[config.mk]
export PLATFORM = sky130hd
export DESIGN_NAME = fifo_pop_ctrl
export DESIGN_NICKNAME = d
export VERILOG_FILES = /design/src/rtl/fifo_pkg.sv /design/src/rtl/fifo_pop_ctrl_skid.sv /design/src/rtl/fifo_pop_ctrl.sv
export SDC_FILE = /design/constraint.sdc
export NUM_CORES = 1
export LEC_CHECK = 0
export CORE_MARGIN = 2
export CORE_UTILIZATION = 40
export CTS_BUF_LIST = sky130_fd_sc_hd__clkbuf_16
export CTS_CLUSTER_DIAMETER = 200
export DETAILED_ROUTE_END_ITERATION = 10
export PLACE_DENSITY = 0.68
export SLEW_MARGIN = 30
export SYNTH_ARGS = -nofsm -noshare
export SYNTH_HDL_FRONTEND = slang
export SYNTH_SLANG_ARGS = --single-unit
[constraint.sdc]
create_clock -name clk -period 3.24 [get_ports clk]
set_input_delay 0.81 -clock clk [delete_from_list [all_inputs] [get_ports clk]]
set_output_delay 0.81 -clock clk [all_outputs]
set_load 0.005 [all_outputs]
[src/rtl/fifo_pkg.sv]
// Shared definitions for the FIFO read-side controller: default word width,
// controller state encodings, pop counter width and the pop admission rule.
package fifo_pkg;

    localparam int FIFO_DATA_W = 10;
    localparam int POP_CNT_W   = 8;

    typedef enum logic [1:0] {
        ST_IDLE   = 2'd0,
        ST_ACTIVE = 2'd1,
        ST_STALL  = 2'd2
    } ctrl_state_t;

    // A pop is allowed only if the word it brings back will find a free skid
    // slot, counting words already buffered, the one in flight, and the one
    // leaving this cycle.
    function automatic logic can_pop(input logic [1:0] occ,
                                     input logic       inflight,
                                     input logic       leave);
        logic [2:0] pending;
        pending = {1'b0, occ} + {2'b00, inflight} - {2'b00, leave};
        return pending < 3'd2;
    endfunction

endpackage

[src/rtl/fifo_pop_ctrl_skid.sv]
// Two-entry skid buffer that absorbs the upstream FIFO read latency.
// Storage is not reset; only pointers and occupancy are.
module pop_skid_buf
    import fifo_pkg::*;
#(
    parameter int DATA_W = FIFO_DATA_W
)(
    input  logic              clk,
    input  logic              reset_L,
    input  logic              wr,
    input  logic [DATA_W-1:0] wr_data,
    input  logic              rd,
    output logic [DATA_W-1:0] head,
    output logic [1:0]        occ
);

    logic [DATA_W-1:0] mem [2];
    logic              wr_ptr;
    logic              rd_ptr;

    always_ff @(posedge clk or negedge reset_L) begin
        if (!reset_L) begin
            wr_ptr <= 1'b0;
            rd_ptr <= 1'b0;
            occ    <= 2'd0;
        end else begin
            if (wr) wr_ptr <= ~wr_ptr;
            if (rd) rd_ptr <= ~rd_ptr;
            occ <= occ + {1'b0, wr} - {1'b0, rd};
        end
    end

    always_ff @(posedge clk) begin
        if (wr) mem[wr_ptr] <= wr_data;
    end

    assign head = mem[rd_ptr];

endmodule

[src/rtl/fifo_pop_ctrl.sv]
// Read-side FIFO controller: pops upstream, buffers in a 2-entry skid and
// forwards with push/alm_full. Define FIFO_POP_CNT_EN to add pop_count.
module fifo_pop_ctrl
    import fifo_pkg::*;
#(
    parameter int DATA_W = FIFO_DATA_W
)(
    input  logic                 clk,
    input  logic                 reset_L,
    input  logic                 empty,
    input  logic [DATA_W-1:0]    fifo_data,
    input  logic                 ds_alm_full,
    output logic                 pop,
    output logic                 push_out,
    output logic [DATA_W-1:0]    data_out,
    output logic                 idle,
    output logic [1:0]           ctrl_state
`ifdef FIFO_POP_CNT_EN
    ,
    output logic [POP_CNT_W-1:0] pop_count
`endif
);

    logic [1:0]        occ;
    logic              inflight;
    logic              leave;
    logic [DATA_W-1:0] head;
    ctrl_state_t       state;
    ctrl_state_t       state_nxt;

    assign leave    = (occ != 2'd0) && !ds_alm_full;
    assign push_out = leave;
    // Gating with reset_L keeps pop low for the whole reset pulse.
    assign pop      = reset_L && !empty && can_pop(occ, inflight, leave);
    // With nothing buffered the head register is stale; present zero instead.
    assign data_out = (occ != 2'd0) ? head : '0;

    pop_skid_buf #(
        .DATA_W (DATA_W)
    ) u_skid (
        .clk     (clk),
        .reset_L (reset_L),
        .wr      (inflight),
        .wr_data (fifo_data),
        .rd      (leave),
        .head    (head),
        .occ     (occ)
    );

    // Read-latency stage: a pop issued now returns data next cycle.
    always_ff @(posedge clk or negedge reset_L) begin
        if (!reset_L) inflight <= 1'b0;
        else          inflight <= pop;
    end

    always_ff @(posedge clk or negedge reset_L) begin
        if (!reset_L) state <= ST_IDLE;
        else          state <= state_nxt;
    end

    always_comb begin
        state_nxt = state;
        case (state)
            ST_IDLE: begin
                if (pop) state_nxt = ST_ACTIVE;
            end
            ST_ACTIVE: begin
                if (ds_alm_full && (occ != 2'd0))
                    state_nxt = ST_STALL;
                else if ((occ == 2'd0) && !inflight && !pop && empty)
                    state_nxt = ST_IDLE;
            end
            ST_STALL: begin
                if (!ds_alm_full) state_nxt = ST_ACTIVE;
            end
            default: state_nxt = ST_IDLE;
        endcase
    end

    assign idle       = (state == ST_IDLE);
    assign ctrl_state = state;

`ifdef FIFO_POP_CNT_EN
    always_ff @(posedge clk or negedge reset_L) begin
        if (!reset_L)  pop_count <= '0;
        else if (pop)  pop_count <= pop_count + POP_CNT_W'(1);
    end
`endif

endmodule

==> run metrics, run 1 <==
status complete, no violations; yosys warns 0; Routed Antenna Nets 0; drt wl/cell ~14 um; Via density 4.85; CTS tree built; cells after synthesis 74; P_leak 0.636 nW; grt ovf 0; CTS Root Cell clkbuf_16; HPWL Detailed ~1.5 mm; port bufs 28; Die X-Extent between 50 and 60 um; # setup viols final 0; total track usage between 10% and 20%; Worst-Skew Late Latency around 0.25 ns; # rows 19; register bit count reported by yosys 27; critical path peak fanout 2; setup slack on the worst flop-to-flop path about 0.63 ns; Worst EP arrival about 2.3 ns; R2R cell count 13; Routed Wire Length between 2 and 2.5 mm; clk buf depth 2; Clock transition at path regs approximately 0.060 ns; core area 2710 sq um; num ports 29; post-layout instance area between 1500 and 2000 sq um; die area about 3200 sq um; first-pass GRT wire length between 3 and 4 mm; hold_sp u_skid.wr_ptr; # Max-Cap Violations 0; Slew HR 40.4%; synthesized net count 91; number of global-route vias before repair between 700 and 800; Power per Cell Area ~860 nW/um^2; cts hold-fix bufs 0; initial antenna violation count 0; Fmax achieved about 320 MHz; Slew Viols, Final 0; fin crit period between 3 and 4 ns; register area share after synthesis between 60% and 70%; final net count 131; FF-to-FF End ctrl_state[0]; period utilization 95.8%; reg2reg start u_skid.occ[1]; H-tree depth 1; largest net degree at the start of global routing 15; CTS Buf Count 3; DR iter-0 viols 35; CTS sink cnt 27; hold_ws between 0.4 and 0.5 ns; Final Util 58.0%; Setup CP Type in -> out; Fin. Hold Viols 0; share of layout cells above drive strength 1 17.7%; Initial DRT Pass Iterations 4; synth-to-layout area growth 40.0%; Slew @ Worst Pin between 0.8 and 0.9 ns; total chip power 1.36 mW; hold path depth 1; Hold Path End u_skid.wr_ptr; worst endpoint required time 2.43 ns; Worst Hold Class reg -> reg; count of different cell masters after synthesis 19; Avg Cell Area, Syn about 15 sq um; setup TNS 0 ns; RSZ-0062 raised after global routing false; die extent in y about 57 um; Diodes inserted 0; crit start category input pin; Worst setup EP type output port; final worst clock skew between 0.0009 and 0.001 ns; Starting Density 41.5%; Netlist Area Pre-Place between 1000 and 1500 sq um; DRC 0; DR vias approximately 700; Fill cells 234; crit path launch ds_alm_full; dpl cell area 1470 sq um; Placer Congestion roughly 0.70; VDD IR-drop max roughly 650 uV
==> registers in the layout (all words and copies together), names as in the netlist <==
signal         count
ctrl_state         2
inflight           1
u_skid.mem        20
u_skid.occ         2
u_skid.rd_ptr      1
u_skid.wr_ptr      1
==> placed cells by master, fill, tap and decap left out <==
master | Yosys | layout
inv_1 | 4 | 5
and2_1 | 1 | 1
nor2_1 | 12 | 12
o21a_1 | 1 | 1
nor2_2 | 2 | 2
buf_2 | 1 | 2
clkbuf_16 | 0 | 3
buf_4 | 0 | 9
mux2i_1 | 10 | 10
nor4b_2 | 1 | 1
nand2b_1 | 3 | 3
ha_1 | 2 | 1
xor2_2 | 0 | 1
ha_2 | 0 | 1
a32oi_1 | 1 | 1
nor2b_1 | 2 | 2
and3_1 | 1 | 1
dfrtp_1 | 7 | 7
clkdlybuf4s50_1 | 0 | 26
fa_1 | 1 | 1
o22ai_2 | 1 | 1
xor2_1 | 3 | 2
edfxtp_1 | 20 | 20
==> synth_stat cells, drive strengths merged <==
| cell type | number | area share [%] |
|---|---|---|
| nor2 | 14 | 5.1 |
| fa | 1 | 1.8 |
| and2 | 1 | 0.56 |
| nor4b | 1 | 1.3 |
| and3 | 1 | 0.56 |
| a32oi | 1 | 0.78 |
| mux2i | 10 | 8.9 |
| nor2b | 2 | 1.1 |
| buf | 2 | 1.4 |
| xor2 | 3 | 2.3 |
| inv | 4 | 1.3 |
| edfxtp | 20 | 53 |
| ha | 2 | 2.2 |
| o22ai | 1 | 1.1 |
| nand2b | 3 | 1.7 |
| dfrtp | 7 | 16 |
| o21a | 1 | 0.67 |
==> metal layers <==
metal | vias up | wire length (um) | global-route usage, %
li1 | 340 | - | -
met1 | 333 | 860 | 16.9
met2 | 22 | 1010 | 22.8
met3 | 4 | 114 | 2.72
met4 | 0 | 24 | 4.98
met5 | - | 0 | 0
==> what timing repair did <==
action                                  CTS  global route
pin swaps                                 4             5
setup buffers                             2             1
endpoints found under the setup margin    1             1
cloned                                    0             0
resized for setup                         8             2
==> layout make-up <==
type,instances,area (sq um),share of cell area (%)
inverters,4,15.0,0.955
flip-flops and latches,27,776,49.3
clock inverters,1,3.75,0.239
repair buffers,37,338,21.5
well taps,31,38.8,2.47
multi-input cells,41,327,20.8
clock buffers,3,75.1,4.77
==> report_power, final <==
part	internal, mW	switching, mW	total [mW]
Sequential	0.444	0.0775	0.522
Combinational	0.360	0.205	0.565
Clock	0.165	0.104	0.269
Total	0.969	0.387	1.36
==> critical path, stage by stage <==
cell and delay (ns):
buf_2 0.11, nor2_2 0.11, ha_1 0.23, inv_1 0.06, ha_2 0.16, fa_1 0.43
nor2_1 0.11, and3_1 0.17, buf_2 0.11
==> worst max path at each step <==
stage	endpoint	slack (ns)
after floorplan	pop	0.32
after global placement	pop	-0.62
after detailed placement	pop	-0.69
after CTS	pop	0.02
after global routing	pop	0.03
final	pop	0.14
==> stage by stage <==
step / worst slack (ns) / cells
after detailed placement: -0.691 / 137
after CTS: 0.0202 / 143
final: 0.137 / 144
after floorplan: 0.319 / 74
after global placement: -0.621 / 137
after global routing: 0.0345 / 144
==> cell families after synthesis <==
group                      count (synthesis)  share of synthesized area, %
AOI/OAI and AO/OA                          3                          2.56
xor gates and xnor gates                   3                          2.34
adders and majority gates                  3                          4.01
buffers and inverters                      6                          2.78
DFF                                       27                          69.0
muxes                                     10                          8.91
and+or+nand+nor                           22                          10.4
Note: power is estimated with default switching activity, not from simulation.
==> inputs of run 2 (changes only) <==
CORE_UTILIZATION = 47   (was 40)
PLACE_DENSITY = 0.77   (was 0.68)
==> run metrics, run 2 (synthesis results as in run 1) <==
CTS Root Cell clkbuf_16 (unchanged); # setup viols final 0 (unchanged); status complete, no violations (unchanged); setup slack on the worst flop-to-flop path 1.03 ns (was 0.63 ns); P_leak 0.616 nW (was 0.636 nW); # Max-Cap Violations 0 (unchanged); Clock power frac 20.0% (was 19.8%); final worst clock skew 0.00293 ns (was 0.000939 ns); Post-Layout Cell Count 137 (was 144); Fill cells 158 (was 234); share of layout cells above drive strength 1 17.4% (was 17.7%); critical path peak fanout 3 (was 2); Routed Wire Length 2.09 mm (was 2.01 mm); Routed Antenna Nets 0 (unchanged); H-tree depth 1 (unchanged); Inst Count DP 132 (was 137); max FFs per register 20 (unchanged); Worst setup EP type output port (unchanged); DR iter-0 viols 4 (was 35); Slew Viols, Final 0 (unchanged); Setup CP Type in -> out (unchanged); Slew HR 58.8% (was 40.4%); RSZ-0062 raised after global routing false (unchanged); grt ovf 0 (unchanged); total track usage 17.0% (was 13.4%); core area 2230 sq um (was 2710 sq um); Placer Congestion 0.782 (was 0.703); drt wl/cell 15.2 um (was 14.0 um); initial antenna violation count 0 (unchanged); Diodes inserted 0 (unchanged); crit start category input pin (unchanged); VDD IR-drop max 608 uV (was 645 uV); Top reg by flops u_skid.mem (unchanged); Worst Hold Class reg -> reg (unchanged); Power per Cell Area 844 nW/um^2 (was 862 nW/um^2); Worst-Skew Late Latency 0.25 ns (about the same); Worst EP arrival 2.37 ns (was 2.29 ns); die extent in y 52.9 um (was 57 um); CTS Buf Count 3 (unchanged); Clock transition at path regs 0.06 ns (about the same); clk buf depth 2 (unchanged); num ports 29 (unchanged); Final Util 70.1% (was 58.0%); Slew @ Worst Pin 0.618 ns (was 0.893 ns); synth-to-layout area growth 39.4% (was 40.0%); port bufs 28 (unchanged); CTS tree built (unchanged); Starting Density 50.3% (was 41.5%); CTS sink cnt 27 (unchanged); internal power 0.931 mW (was 0.969 mW); net switching power figure 0.392 mW (was 0.387 mW); DR vias 695 (was 699); sw frac 29.6% (was 28.5%); number of global-route vias before repair 719 (was 726); Via density 5.07 (was 4.85); DP Worst Slack -0.787 ns (was -0.691 ns); period utilization 98.3% (was 95.8%); Fmax achieved 314 MHz (was 322 MHz); die area 2800 sq um (was 3250 sq um); combinational share of power 40.7% (was 41.7%); most frequent cells in the layout clkdlybuf4s50_1 (26), edfxtp_1 (20), nor2_1 (12) (unchanged); Flop pwr share 39.3% (was 38.5%); Initial DRT Pass Iterations 4 (unchanged); final net count 127 (was 131); fin crit period 3.18 ns (was 3.10 ns); first-pass GRT wire length 3.26 mm (was 3.36 mm); worst setup margin 0.0561 ns (was 0.137 ns); # rows 17 (was 19); most common cell after layout, fill and taps aside clkdlybuf4s50_1 (unchanged); Die X-Extent 52.9 um (was 57 um); largest net degree at the start of global routing 15 (unchanged); Fin. Hold Viols 0 (unchanged); worst endpoint required time 2.43 ns (about the same); DRC 0 (unchanged)
-- run 2: worst paths after layout --
kind                                from             to  cells after the start
max in group asynchronous        reset_L  ctrl_state[1]                      2
min reg2reg                ctrl_state[1]  ctrl_state[0]                      1
min                        ctrl_state[1]  ctrl_state[0]                      1
max reg2reg                u_skid.occ[1]  ctrl_state[0]                     10
min in group asynchronous        reset_L  u_skid.wr_ptr                      2
max                          ds_alm_full            pop                      9
-- run 2: repair_timing --
item | CTS | global route
gates resized for setup | 9 | 6
setup endpoints to repair | 1 | 1
hold buffers | 0 | 0
setup buffers | 1 | 0
pin swaps | 2 | 3
-- run 2: final cells by class --
class / count / area (sq um) / area share, %
clock buffer: 3 / 75.1 / 4.79
clock inverter: 1 / 3.75 / 0.240
inverter: 4 / 15.0 / 0.958
multi-input combinational: 41 / 352 / 22.4
sequential: 27 / 776 / 49.5
tap: 28 / 35.0 / 2.24
timing repair buffer: 33 / 310 / 19.8
-- run 2: critical path: stages --
cell and delay (ns):
buf_4 0.13, nor2_4 0.14, ha_4 0.15, inv_2 0.04, ha_4 0.15, fa_2 0.56, nor2_1 0.04, and3_1 0.20
buf_2 0.14
-- run 2: layer usage --
layer | vias to the layer above | track usage (%) | share of wire (%) | wire length, um
met4 | 0 | 9.40 | 2.8 | 59
met2 | 12 | 31.3 | 55 | 1140
li1 | 330 | - | - | -
met1 | 347 | 18.4 | 40 | 833
met5 | - | 0 | 0 | 0
met3 | 6 | 2.82 | 2.4 | 50
-- run 2: power groups by stage --
stage | clock network [mW] | logic [mW] | registers [mW]
2_1_floorplan | 0 | 0.269 | 0.486
5_1_grt | 0.289 | 0.594 | 0.529
3_3_place_gp | 0 | 0.477 | 0.520
3_5_place_dp | 0 | 0.491 | 0.525
4_1_cts | 0.269 | 0.513 | 0.518
6_report | 0.264 | 0.539 | 0.520
-- run 2: through the flow --
stage               TNS, ns  power [mW]  instance area (sq um)  hold WS (ns)
global placement     -0.706       0.997                   1450         0.467
global route              0        1.41                   1570         0.544
CTS                       0        1.30                   1530         0.515
detailed placement   -0.787        1.02                   1450         0.504
floorplan                 0       0.755                   1120         0.453
finish                    0        1.32                   1570         0.526
